==> src/rtl/ad7643_slave_emulator_if.sv <==
// rtl/ad7643_slave_emulator_if.sv - AD7643 serial slave-mode pin bundle
// Master drives convert start, chip select and serial clock; the converter answers.
interface ad7643_if;
  logic cnvst;
  logic cs;
  logic sclk;
  logic sdout;
  logic busy;
  logic sync;

  modport master (output cnvst, output cs, output sclk,
                  input sdout, input busy, input sync);
  modport slave  (input cnvst, input cs, input sclk,
                  output sdout, output busy, output sync);
endinterface

==> src/rtl/ad7643_slave_emulator.sv <==
// rtl/ad7643_slave_emulator.sv - AD7643 serial slave-mode converter emulator
// Produces fixed, ramp, LFSR or external 18-bit samples behind a CNVST/CS/SCLK interface.
module ad7643_slave_emulator #(
  parameter int DATA_W      = 18,
  parameter int CONV_CYCLES = 150,
  parameter int SYNC_STAGES = 2,
  parameter int RAMP_STEP   = 1
) (
  input  logic              clk_i,
  input  logic              rst_i,
  ad7643_if.slave           ad,
  input  logic [1:0]        mode_i,
  input  logic [DATA_W-1:0] fixval_i,
  input  logic [DATA_W-1:0] extdata_i,
  input  logic              clr_ovr_i,
  output logic              overrun_o,
  output logic [15:0]       conv_cnt_o
);

  localparam int CNT_W = $clog2(CONV_CYCLES);
  localparam int BIT_W = $clog2(DATA_W);

  typedef enum logic [1:0] {S_IDLE, S_CONVERT, S_READY, S_SHIFT} state_t;

  state_t                 state_q, state_d;
  logic [SYNC_STAGES-1:0] cnvst_sq, cs_sq, sclk_sq;
  logic                   cnvst_prev_q, sclk_prev_q;
  logic [CNT_W-1:0]       cnt_q;
  logic [BIT_W-1:0]       bitcnt_q;
  logic [DATA_W-1:0]      shreg_q, ramp_q, lfsr_q, sample;
  logic [15:0]            conv_cnt_q;
  logic                   overrun_q;
  logic                   cnvst_fall, sclk_fall, cs_n;
  logic                   load_cnt, expire, shift_en, set_ovr;

  assign cnvst_fall = cnvst_prev_q & ~cnvst_sq[SYNC_STAGES-1];
  assign sclk_fall  = sclk_prev_q & ~sclk_sq[SYNC_STAGES-1];
  assign cs_n       = cs_sq[SYNC_STAGES-1];

  always_ff @(posedge clk_i or posedge rst_i) begin
    if (rst_i) begin
      cnvst_sq     <= '0;
      cs_sq        <= '0;
      sclk_sq      <= '0;
      cnvst_prev_q <= 1'b0;
      sclk_prev_q  <= 1'b0;
    end else begin
      cnvst_sq     <= {cnvst_sq[SYNC_STAGES-2:0], ad.cnvst};
      cs_sq        <= {cs_sq[SYNC_STAGES-2:0], ad.cs};
      sclk_sq      <= {sclk_sq[SYNC_STAGES-2:0], ad.sclk};
      cnvst_prev_q <= cnvst_sq[SYNC_STAGES-1];
      sclk_prev_q  <= sclk_sq[SYNC_STAGES-1];
    end
  end

  always_ff @(posedge clk_i or posedge rst_i) begin
    if (rst_i) state_q <= S_IDLE;
    else       state_q <= state_d;
  end

  always_comb begin
    state_d  = state_q;
    load_cnt = 1'b0;
    expire   = 1'b0;
    shift_en = 1'b0;
    set_ovr  = 1'b0;
    case (state_q)
      S_IDLE: begin
        if (cnvst_fall) begin
          state_d  = S_CONVERT;
          load_cnt = 1'b1;
        end
      end
      S_CONVERT: begin
        set_ovr = cnvst_fall;
        if (cnt_q == '0) begin
          expire  = 1'b1;
          state_d = S_READY;
        end
      end
      default: begin
        // A new convert start abandons whatever is left of the current word.
        if (cnvst_fall) begin
          set_ovr  = 1'b1;
          load_cnt = 1'b1;
          state_d  = S_CONVERT;
        end else if (sclk_fall && !cs_n) begin
          shift_en = 1'b1;
          state_d  = (bitcnt_q == BIT_W'(DATA_W-1)) ? S_IDLE : S_SHIFT;
        end
      end
    endcase
  end

  always_comb begin
    ad.busy  = (state_q == S_CONVERT);
    ad.sync  = (state_q == S_READY);
    ad.sdout = ((state_q == S_READY) || (state_q == S_SHIFT)) && !cs_n && shreg_q[DATA_W-1];
  end

  always_comb begin
    case (mode_i)
      2'd0:    sample = fixval_i;
      2'd1:    sample = ramp_q;
      2'd2:    sample = lfsr_q;
      default: sample = extdata_i;
    endcase
  end

  always_ff @(posedge clk_i or posedge rst_i) begin
    if (rst_i) begin
      cnt_q      <= '0;
      bitcnt_q   <= '0;
      shreg_q    <= '0;
      ramp_q     <= '0;
      lfsr_q     <= DATA_W'(1);
      conv_cnt_q <= '0;
    end else begin
      if (load_cnt) cnt_q <= CNT_W'(CONV_CYCLES-1);
      else if (state_q == S_CONVERT && cnt_q != '0) cnt_q <= cnt_q - 1'b1;
      if (expire) begin
        shreg_q    <= sample;
        bitcnt_q   <= '0;
        ramp_q     <= ramp_q + DATA_W'(RAMP_STEP);
        // Fibonacci x^18 + x^11 + 1, shifting toward the MSB.
        lfsr_q     <= {lfsr_q[DATA_W-2:0], lfsr_q[DATA_W-1] ^ lfsr_q[10]};
        conv_cnt_q <= conv_cnt_q + 16'd1;
      end else if (shift_en) begin
        shreg_q  <= {shreg_q[DATA_W-2:0], 1'b0};
        bitcnt_q <= bitcnt_q + 1'b1;
      end
    end
  end

  always_ff @(posedge clk_i or posedge rst_i) begin
    if (rst_i)          overrun_q <= 1'b0;
    else if (set_ovr)   overrun_q <= 1'b1;
    else if (clr_ovr_i) overrun_q <= 1'b0;
  end

  assign overrun_o  = overrun_q;
  assign conv_cnt_o = conv_cnt_q;

endmodule

==> src/flat_wrapper.sv <==
// flat-port wrapper written by rule: the top's interface ports become plain ports
module ad7643_slave_emulator_flat 
#(
  parameter int DATA_W      = 18,
  parameter int CONV_CYCLES = 150,
  parameter int SYNC_STAGES = 2,
  parameter int RAMP_STEP   = 1
)
  (clk_i, rst_i, mode_i, fixval_i, extdata_i, clr_ovr_i, overrun_o, conv_cnt_o, ad_cnvst, ad_cs, ad_sclk, ad_sdout, ad_busy, ad_sync);
  ad7643_if ad_i ();
  input  logic clk_i;
  input  logic rst_i;
  input  logic [1:0] mode_i;
  input  logic [DATA_W-1:0] fixval_i;
  input  logic [DATA_W-1:0] extdata_i;
  input  logic clr_ovr_i;
  output logic overrun_o;
  output logic [15:0] conv_cnt_o;
  input wire logic [$bits(ad_i.cnvst)-1:0] ad_cnvst;
  input wire logic [$bits(ad_i.cs)-1:0] ad_cs;
  input wire logic [$bits(ad_i.sclk)-1:0] ad_sclk;
  output wire logic [$bits(ad_i.sdout)-1:0] ad_sdout;
  output wire logic [$bits(ad_i.busy)-1:0] ad_busy;
  output wire logic [$bits(ad_i.sync)-1:0] ad_sync;
  assign ad_i.cnvst = ad_cnvst;
  assign ad_i.cs = ad_cs;
  assign ad_i.sclk = ad_sclk;
  assign ad_sdout = ad_i.sdout;
  assign ad_busy = ad_i.busy;
  assign ad_sync = ad_i.sync;
  ad7643_slave_emulator #(.DATA_W(DATA_W), .CONV_CYCLES(CONV_CYCLES), .SYNC_STAGES(SYNC_STAGES), .RAMP_STEP(RAMP_STEP)) u_core (.clk_i(clk_i), .rst_i(rst_i), .ad(ad_i), .mode_i(mode_i), .fixval_i(fixval_i), .extdata_i(extdata_i), .clr_ovr_i(clr_ovr_i), .overrun_o(overrun_o), .conv_cnt_o(conv_cnt_o));
endmodule
==> config.mk <==
export PLATFORM = sky130hd
export DESIGN_NAME = ad7643_slave_emulator_flat
export DESIGN_NICKNAME = d
export VERILOG_FILES = /design/src/rtl/ad7643_slave_emulator_if.sv /design/src/rtl/ad7643_slave_emulator.sv /design/src/flat_wrapper.sv
export SDC_FILE = /design/constraint.sdc
export NUM_CORES = 1
export LEC_CHECK = 0
export ABC_AREA = 1
export CORE_ASPECT_RATIO = 1.75
export CORE_MARGIN = 2
export CORE_UTILIZATION = 50
export DETAILED_ROUTE_END_ITERATION = 10
export PLACE_DENSITY = 0.8
export REMOVE_ABC_BUFFERS = 1
export SETUP_SLACK_MARGIN = 0.4
export SLEW_MARGIN = 5
export SYNTH_ARGS = -nofsm -noshare
export SYNTH_HDL_FRONTEND = slang
export SYNTH_SLANG_ARGS = --single-unit
==> constraint.sdc <==
create_clock -name clk_i -period 5.7 [get_ports clk_i]
set_input_delay 1.425 -clock clk_i [delete_from_list [all_inputs] [get_ports clk_i]]
set_output_delay 1.425 -clock clk_i [all_outputs]
set_load 0.005 [all_outputs]
==> summary.txt, run 1 <==
Power
  – Max VDD drop: 0.203 mV
  – Pwr Density: 313 nW/µm²
  – Leak: 2.75 nW

Clocking
  – Setup Buffers After CTS: 0
  – Worst-case clock buffer depth: 2
  – Later-pin clock latency in the skew report: 0.34 ns
  – Clock sinks: 94
  – H-Tree Depth: 3
  – Hold-fix buffers at CTS: 0
  – Clock transition at the registers of the reported paths: 0.06 ns
  – CTS tree: done
  – CTS root buf: clkbuf_16
  – Post-cts gate resize count: 0
  – Number of CTS-inserted buffers: 9

Global route
  – Antenna violations before repair: 0
  – M1 GR Usage: 27.1%
  – Global-route wire length before repair: 20.6 mm
  – Met2 usage: 43.0%
  – Gr busiest metal: met2
  – Overflow after GRT: 0
  – Vias in the first global route: 4531
  – Tot GR Track Use: 24.0%
  – Met3 global-route usage: 4.29%
  – Pin count of the biggest net entering global routing: 64

Floorplanning
  – Die W: 79.9 µm
  – Die Span Y: 137 µm
  – Initial core utilization: 51.2%
  – Core area: 9850 µm²
  – IO Count: 64
  – Rows: 48
  – Die area: 10900 µm²

Routing
  – Final ANT Viol Nets: 0
  – Routed WL: 12.3 mm
  – Detailed-router iteration count before antenna repair: 5
  – Post-DR vias/cell: 5.38
  – DR iter-0 viols: 334
  – DR vias: 4521
  – Post-route DRC: 0
  – Routed WL per cell: 14.6 µm

Layout
  – Nets@finish: 762
  – Number of diodes: 0
  – Most frequent cells in the layout: 217 x nand2_1, 93 x dfrtp_1, 66 x nor2_1, 63 x clkdlybuf4s50_1, 56 x nand3_1
  – Area Overhead vs Synth: 18.7%
  – Finished Layout Cells: 841
  – Final Core Density: 60.7%
  – Layout cell share with drive strength beyond 1: 5.03%
  – Commonest non-fill, non-tap cell in the layout: nand2_1
  – Fillers: 903

Synthesis
  – Synth Cell Area: 5040 µm²
  – Fraction of the mapped netlist area in compound gates: 9.24%
  – Synthesized area per cell: 7.65 µm²
  – Synth Area in Adders: 1.24%
  – Distinct cells, synth: 31
  – Main combinational cell family by area after synthesis: simple AND/OR/NAND/NOR gates
  – Yosys warning count: 0
  – Post-synthesis sequential area ratio: 46.7%
  – Post-Synth Simple-Gate Area: 31.7%
  – Mapped Cells: 659
  – Multiplexer area fraction after synthesis: 0%
  – Yosys reg bits: 94
  – Synth Area in XOR/XNOR: 3.82%

Worst setup path
  – Crit Path Max Fanout: 18
  – Crit-path leading delay family: buffers and inverters
  – CP cell instances: clkdlybuf4s50_1, nand2_1, inv_1, a21oi_1, o221ai_1, nand2_1, o21ai_1
  – Req. time, crit path: 5.92 ns
  – Critical path's most frequent cell: nand2_1
  – Arrival time worst endpoint: 3.38 ns
  – Critical-path top delay cell: clkdlybuf4s50_1
  – Critical path class: primary input to register
  – Crit. End Element: register
  – Critical path's largest stage delay: 0.71 ns
  – Buf/Inv on CP: 2
  – CP startpoint kind: primary input

Timing
  – Final setup violation count: 0
  – Worst clock skew: 0.00380 ns
  – Max Slew Vio Count: 0
  – Fin crit share: 55.4%
  – Final min period: 3.16 ns
  – Hold Vio Cnt, Final: 0
  – Fin worst setup slack: 2.54 ns
  – Fmax: 0.317 GHz
  – Slew headroom: 30.5%
  – Slew @ Worst Pin: 1.04 ns
  – Post-Route Setup TNS: 0 ns
  – RSZ-0062 raised after global routing: no

Placed design
  – Pre-CTS setup slack: 2.27 ns
  – DP HPWL: 8.92 mm
  – Final Wtd Congestion: 0.951
  – Port bufs: 63
  – Inst Count DP: 827

Run
  – Max-cap violations: 0

Run status
  – Outcome: complete, no violations

Min path
  – Hold Path Class: register to register
[layer usage]
layer	up-vias	part of all wire (%)	routed length (µm)
li1	2226	-	-
met1	2138	39	4760
met2	125	55	6730
met3	32	3.5	435
met4	0	3.2	393
met5	-	0	0
[cells by family (layout without fill, tap and decap cells)]
group | count (synthesis) | after routing
AO/OA/AOI/OAI | 80 | 80
XOR/XNOR | 22 | 22
adder cells (fa/ha/maj) | 5 | 5
buffers and inverters | 83 | 140
flip-flops | 94 | 94
AND/OR/NAND/NOR | 375 | 375
[sequential cells by signal (all words and copies together) (netlist names), 5 cells and up]
register,cells
u_core.shreg_q,18
u_core.bitcnt_q,5
u_core.conv_cnt_o,16
u_core.lfsr_q,18
u_core.cnt_q,8
u_core.ramp_q,18
[through the flow]
stage / area (µm²) / hold slack, ns / power (W)
final: 5980 / 0.352 / 0.00187
after floorplan: 4910 / 0.331 / 0.00116
after global routing: 5980 / 0.360 / 0.00198
after detailed placement: 5700 / 0.337 / 0.00131
after global placement: 5700 / 0.337 / 0.00129
after CTS: 5980 / 0.351 / 0.00188
[layout make-up]
type                            count  area [µm²]  area share [%]
Clock buffer                       13         270            4.52
Clock inverter                      1        5.00          0.0837
Inverter                           62         236            3.95
Multi-Input combinational cell    482        2320            38.8
Sequential cell                    94        2350            39.4
Tap cell                          125         156            2.62
Timing Repair Buffer               64         638            10.7
[Yosys cell counts]
library cell / n / area [µm²]
xor2_1: 16 / 140
inv_4: 1 / 6.26
buf_2: 11 / 55.1
nor2_1: 66 / 248
nor3_1: 4 / 20.0
nand3_4: 1 / 17.5
o2111ai_1: 2 / 17.5
o21ai_0: 34 / 170
nand2_1: 217 / 815
nor3_2: 1 / 10.0
nor2_2: 4 / 25.0
o21ai_1: 14 / 70.1
xnor2_1: 6 / 52.6
o211ai_1: 20 / 150
o221ai_1: 1 / 8.76
nand3b_1: 5 / 37.5
nor2_4: 3 / 33.8
buf_4: 4 / 30.0
o22ai_1: 3 / 18.8
and2_1: 5 / 31.3
nand2_2: 2 / 12.5
a21oi_1: 6 / 30.0
nand3_1: 56 / 280
inv_1: 53 / 199
buf_6: 3 / 33.8
inv_2: 8 / 30.0
dfrtp_1: 93 / 2330
clkbuf_1: 3 / 11.3
dfstp_2: 1 / 26.3
ha_1: 5 / 62.6
nand4_1: 11 / 68.8
[path summary, 6_finish.rpt]
kind,startpoint,to,slack (ns),depth (start not counted)
min in group asynchronous,rst_i,u_core.conv_cnt_o[4],1.64,2
max in group asynchronous,rst_i,u_core.lfsr_q[15],3.06,3
min reg2reg,u_core.cs_sq[0],u_core.cs_sq[1],0.35,0
max reg2reg,u_core.cnt_q[0],u_core.lfsr_q[0],2.81,8
min,u_core.cs_sq[0],u_core.cs_sq[1],0.35,0
max,mode_i[1],u_core.shreg_q[0],2.54,7
[power by group]
part / internal [W] / switching, W / total [W]
clock network: 0.000326 / 0.000241 / 0.000567
logic: 0.000180 / 0.000249 / 0.000429
registers: 0.000784 / 0.0000921 / 0.000876
Note: power is estimated with default switching activity, not from simulation.
==> inputs of run 2 (changes only) <==
- clock period: 5.7 -> 3.2 ns (I/O delays scaled with it)
==> run 2 against run 1 <==
- core utilization rose by 0.66 points
- cell count rose by 1.1%
- sequential power is 78% higher
- clock power increased by 82%
- clock skew grew 0.0037 ns
- critical path depth increased by 1
- clock-buffer cell count is the same
- critical endpoint is now u_core.conv_cnt_o[6]
- first-iteration DRC count shrank 7.2%
- final area is 1.1% higher
==> summary.txt, run 2 (same netlist as run 1, synthesis figures left out) <==
Run status
  – Outcome: complete, no violations

Layout
  – Most frequent cells in the layout: 217 x nand2_1, 93 x dfrtp_1, 66 x nor2_1, 63 x clkdlybuf4s50_1, 56 x nand3_1
  – Final Core Density: 61.4%
  – Layout cell share with drive strength beyond 1: 6.21%
  – Area Overhead vs Synth: 20.0%
  – Number of diodes: 0
  – Biggest regs: u_core.lfsr_q: 18 flops, u_core.ramp_q: 18 flops, u_core.shreg_q: 18 flops
  – Nets@finish: 769
  – Commonest non-fill, non-tap cell in the layout: nand2_1

Timing
  – Post-Route Setup TNS: 0 ns
  – Hold Vio Cnt, Final: 0
  – Final min period: 2.39 ns
  – Final setup violation count: 0
  – Fmax: 0.419 GHz
  – Fin crit share: 74.6%
  – RSZ-0062 raised after global routing: no
  – Worst clock skew: 0.00755 ns
  – Slew headroom: 58.7%
  – Max Slew Vio Count: 0
  – Fin worst setup slack: 0.812 ns
  – Slew @ Worst Pin: 0.620 ns

Placed design
  – Port bufs: 63
  – Pre-CTS setup slack: 0.594 ns
  – Final Wtd Congestion: 0.992
  – DP HPWL: 9.58 mm

Power
  – Total design power: 0.00337 W
  – Leak: 2.78 nW
  – Max VDD drop: 0.361 mV
  – Pwr Density: 558 nW/µm²

Floorplanning
  – Initial core utilization: 51.2%
  – Rows: 48
  – Die Span Y: 137 µm
  – Die area: 10900 µm²
  – Die W: 79.9 µm
  – Core area: 9850 µm²
  – IO Count: 64

Global route
  – Pin count of the biggest net entering global routing: 64
  – Global-route wire length before repair: 21.5 mm
  – Overflow after GRT: 0
  – Tot GR Track Use: 25.2%
  – Antenna violations before repair: 0
  – Vias in the first global route: 4688

Routing
  – Routed WL per cell: 15.2 µm
  – Post-DR vias/cell: 5.51
  – Final ANT Viol Nets: 0
  – Post-route DRC: 0
  – DR vias: 4684
  – Detailed-router iteration count before antenna repair: 5
  – DR iter-0 viols: 310
  – Routed WL: 13.0 mm

Worst setup path
  – Critical path class: register to register
  – Critical path's most frequent cell: nand2_1
  – Critical path's largest stage delay: 0.55 ns
  – CP startpoint kind: register
  – Critical-path top delay cell: inv_4
  – Crit-path leading delay family: buffers and inverters
  – Buf/Inv on CP: 2
  – Req. time, crit path: 3.42 ns
  – Arrival time worst endpoint: 2.61 ns
  – Crit. End Element: register
  – Crit Path Max Fanout: 63
  – CP cell instances: inv_1, ha_1, nand2_1, nor2_4, nand3_4, inv_4, nand2_1, xor2_1

Clocking
  – Post-cts gate resize count: 0
  – Later-pin clock latency in the skew report: 0.34 ns
  – Clock transition at the registers of the reported paths: 0.07 ns
  – CTS tree: done
  – Number of CTS-inserted buffers: 9
  – Clock sinks: 94
  – CTS root buf: clkbuf_16
  – H-Tree Depth: 3
  – Worst-case clock buffer depth: 2
  – Hold-fix buffers at CTS: 0
  – Setup Buffers After CTS: 0

Min path
  – Hold Path Class: register to register

Run
  – Max-cap violations: 0
run 2: through the flow:
step	std cells	hold WS, ns	area, µm²
final	850	0.349	6040
after global routing	850	0.355	6040
after CTS	850	0.350	6040
after detailed placement	834	0.336	5760
after global placement	834	0.333	5760
after floorplan	638	0.331	4910
run 2: power by group:
group	internal, W	switching [W]	leakage, nW
Clock	0.000588	0.000445	0.142
Combinational	0.000326	0.000455	1.40
Sequential	0.00140	0.000160	1.24
Total	0.00231	0.00106	2.78
run 2: per-layer routing:
layer,vias up,part of all wire (%),global-route usage (%)
li1,2242,-,-
met4,0,5.1,14.7
met1,2217,38,27.8
met3,51,4.2,3.50
met5,-,0,0
met2,174,53,45.2
run 2: final timing paths:
path | from | endpoint | slack (ns) | cells after the start
worst max-delay path | u_core.cnt_q[0] | u_core.conv_cnt_o[6] | 0.81 | 8
worst min-delay path | u_core.cs_sq[0] | u_core.cs_sq[1] | 0.35 | 0
worst max register to register | u_core.cnt_q[0] | u_core.conv_cnt_o[6] | 0.81 | 8
worst min register to register | u_core.cs_sq[0] | u_core.cs_sq[1] | 0.35 | 0
max in group asynchronous | rst_i | u_core.lfsr_q[0] | 1.80 | 3
min in group asynchronous | rst_i | u_core.conv_cnt_o[5] | 0.75 | 2
run 2: area by class of cell:
cell class              instances  area, µm²
flip-flops and latches         94       2350
clock inverters                 3       17.5
clock buffers                  13        270
fillers                       896       3800
inverters                      62        236
multi-input cells             482       2320
repair buffers                 71        691
well taps                     125        156
==> inputs of run 3 (changes only) <==
- PLACE_DENSITY: 0.8 -> 0.83
- clock period: 3.2 -> 2.05 ns (I/O delays scaled with it)
==> run 3 against run 2 <==
- first-iteration DRC count increased by 82%
- clock power increased by 52%
- register-to-register slack got worse by 0.57 ns
- non-clock buffer count increased by 60
- worst hold slack about the same
- critical path depth increased by 2
- critical path type unchanged
- largest cell class is now multi-input gates
==> summary.txt, run 3 (same netlist as run 1, synthesis figures left out) <==
Global route
  – Global-route wire length before repair: 24.4 mm
  – Vias in the first global route: 5129
  – Tot GR Track Use: 29.3%
  – Gr busiest metal: met2
  – Met2 usage: 52.6%
  – Antenna violations before repair: 0
  – Pin count of the biggest net entering global routing: 95
  – Overflow after GRT: 0
  – M1 GR Usage: 32.0%
  – Met3 global-route usage: 4.29%

Routing
  – Final ANT Viol Nets: 0
  – Post-route DRC: 0
  – DR vias: 5319
  – Routed WL: 16.8 mm
  – Detailed-router iteration count before antenna repair: 5
  – DR iter-0 viols: 563
  – Post-DR vias/cell: 5.83
  – Routed WL per cell: 18.4 µm

Worst setup path
  – Critical path class: register to register
  – Crit. End Element: register
  – Arrival time worst endpoint: 2.09 ns
  – CP startpoint kind: register
  – Req. time, crit path: 2.33 ns
  – Reg-to-Reg End: u_core.shreg_q[17]
  – Critical path's most frequent cell: nand2_1
  – Critical-path top delay cell: dfrtp_1
  – CP cell instances: inv_2, nand2_1, nor2_4, nand3_4, inv_8, buf_6, buf_12, buf_16, nand2_1, nand3_1
  – Buf/Inv on CP: 5
  – FF-to-FF Start: u_core.cnt_q[6]
  – R2r setup slk: 0.24 ns
  – Crit-path leading delay family: simple AND/OR/NAND/NOR gates
  – Reg2reg path depth: 10
  – Critical path's largest stage delay: 0.43 ns
  – Crit Path Max Fanout: 8

Layout
  – Number of diodes: 0
  – Fillers: 692
  – Biggest regs: u_core.lfsr_q: 18 flops, u_core.ramp_q: 18 flops, u_core.shreg_q: 18 flops
  – Area Overhead vs Synth: 40.8%
  – Layout cell share with drive strength beyond 1: 20.6%
  – Commonest non-fill, non-tap cell in the layout: nand2_1
  – Nets@finish: 832
  – Final instance area: 7090 µm²
  – Most frequent cells in the layout: 190 x nand2_1, 90 x dfrtp_1, 62 x nor2_1, 50 x inv_1, 50 x nand3_1

Placed design
  – Area of placed instances: 5850 µm²
  – Final Wtd Congestion: 0.940
  – DP HPWL: 9.36 mm
  – Port bufs: 63

Clocking
  – Clock transition at the registers of the reported paths: 0.07 ns
  – Later-pin clock latency in the skew report: 0.35 ns
  – Number of CTS-inserted buffers: 9
  – Clock sinks: 94
  – CTS tree: done
  – CTS root buf: clkbuf_16
  – Worst-case clock buffer depth: 2
  – Hold-fix buffers at CTS: 0
  – H-Tree Depth: 3

Floorplanning
  – Die W: 79.9 µm
  – Die area: 10900 µm²
  – Rows: 48
  – Initial core utilization: 51.2%
  – Core area: 9850 µm²
  – IO Count: 64
  – Die Span Y: 137 µm

Timing
  – Post-Route Setup TNS: 0 ns
  – Fmax: 0.553 GHz
  – RSZ-0062 raised after global routing: yes
  – Fin crit share: 88.1%
  – Final setup violation count: 0
  – Final min period: 1.81 ns
  – Slew @ Worst Pin: 0.609 ns
  – Hold Vio Cnt, Final: 0
  – Worst clock skew: 0.00923 ns
  – Max Slew Vio Count: 0
  – Slew headroom: 59.4%

Run status
  – Outcome: complete, no violations

Power
  – Pwr Density: 813 nW/µm²
  – Max VDD drop: 0.584 mV
  – Leak: 3.47 nW

Min path
  – Min-delay src: u_core.cnvst_sq[0]
  – Hold Path Class: register to register
  – Hold Path Sink: u_core.cnvst_sq[1]
  – Hold Path Stages: 0

Run
  – Max-cap violations: 0
-- run 3: report_power, final --
part	switching, W	internal (W)	leakage (nW)
Sequential	0.000279	0.00218	1.23
Combinational	0.000968	0.000767	2.11
Clock	0.000754	0.000820	0.129
-- run 3: metrics by stage --
stage | hold slack (ns) | cells | setup WS, ns | util [%] | total power, W
6_report | 0.349 | 912 | 0.243 | 72.0 | 0.00577
5_1_grt | 0.362 | 912 | 0.150 | 72.0 | 0.00603
4_1_cts | 0.350 | 901 | 0.274 | 68.5 | 0.00549
3_5_place_dp | 0.335 | 842 | 0.0246 | 59.4 | 0.00368
3_3_place_gp | 0.336 | 842 | 0.0558 | 59.4 | 0.00361
2_1_floorplan | 0.331 | 638 | -0.910 | - | 0.00321
-- run 3: worst max path at each step --
| stage | end | slack, ns | from | cells past startpoint |
|---|---|---|---|---|
| floorplan | u_core.bitcnt_q[0] | -0.91 | rst_i | 1 |
| global placement | u_core.shreg_q[6] | 0.06 | mode_i[1] | 7 |
| detailed placement | u_core.shreg_q[1] | 0.02 | mode_i[1] | 7 |
| CTS | ad_busy | 0.27 | u_core.state_q[0] | 4 |
| global route | u_core.ramp_q[14] | 0.15 | u_core.ramp_q[0] | 8 |
| finish | u_core.shreg_q[17] | 0.24 | u_core.cnt_q[6] | 10 |
-- run 3: layout make-up --
| cell class | instances | area [µm²] | area share, % |
|---|---|---|---|
| Timing Repair Buffer | 131 | 1450 | 20.4 |
| Sequential cell | 94 | 2360 | 33.2 |
| Clock buffer | 10 | 229 | 3.23 |
| Tap cell | 125 | 156 | 2.20 |
| Clock inverter | 5 | 35.0 | 0.494 |
| Multi-Input combinational cell | 485 | 2620 | 37.0 |
| Inverter | 62 | 244 | 3.44 |
-- run 3: what timing repair did --
action | 4_1_cts | 5_1_grt
cloned | 11 | 1
resized for setup | 62 | 69
endpoints found under the setup margin | 102 | 78
buffers inserted | 33 | 10
pin swaps | 14 | 24
-- run 3: routing by layer --
layer / share of wire [%] / wire length (µm)
met5: 0 / 0
met4: 6.3 / 1060
met3: 6.2 / 1040
met2: 53 / 8880
met1: 35 / 5800
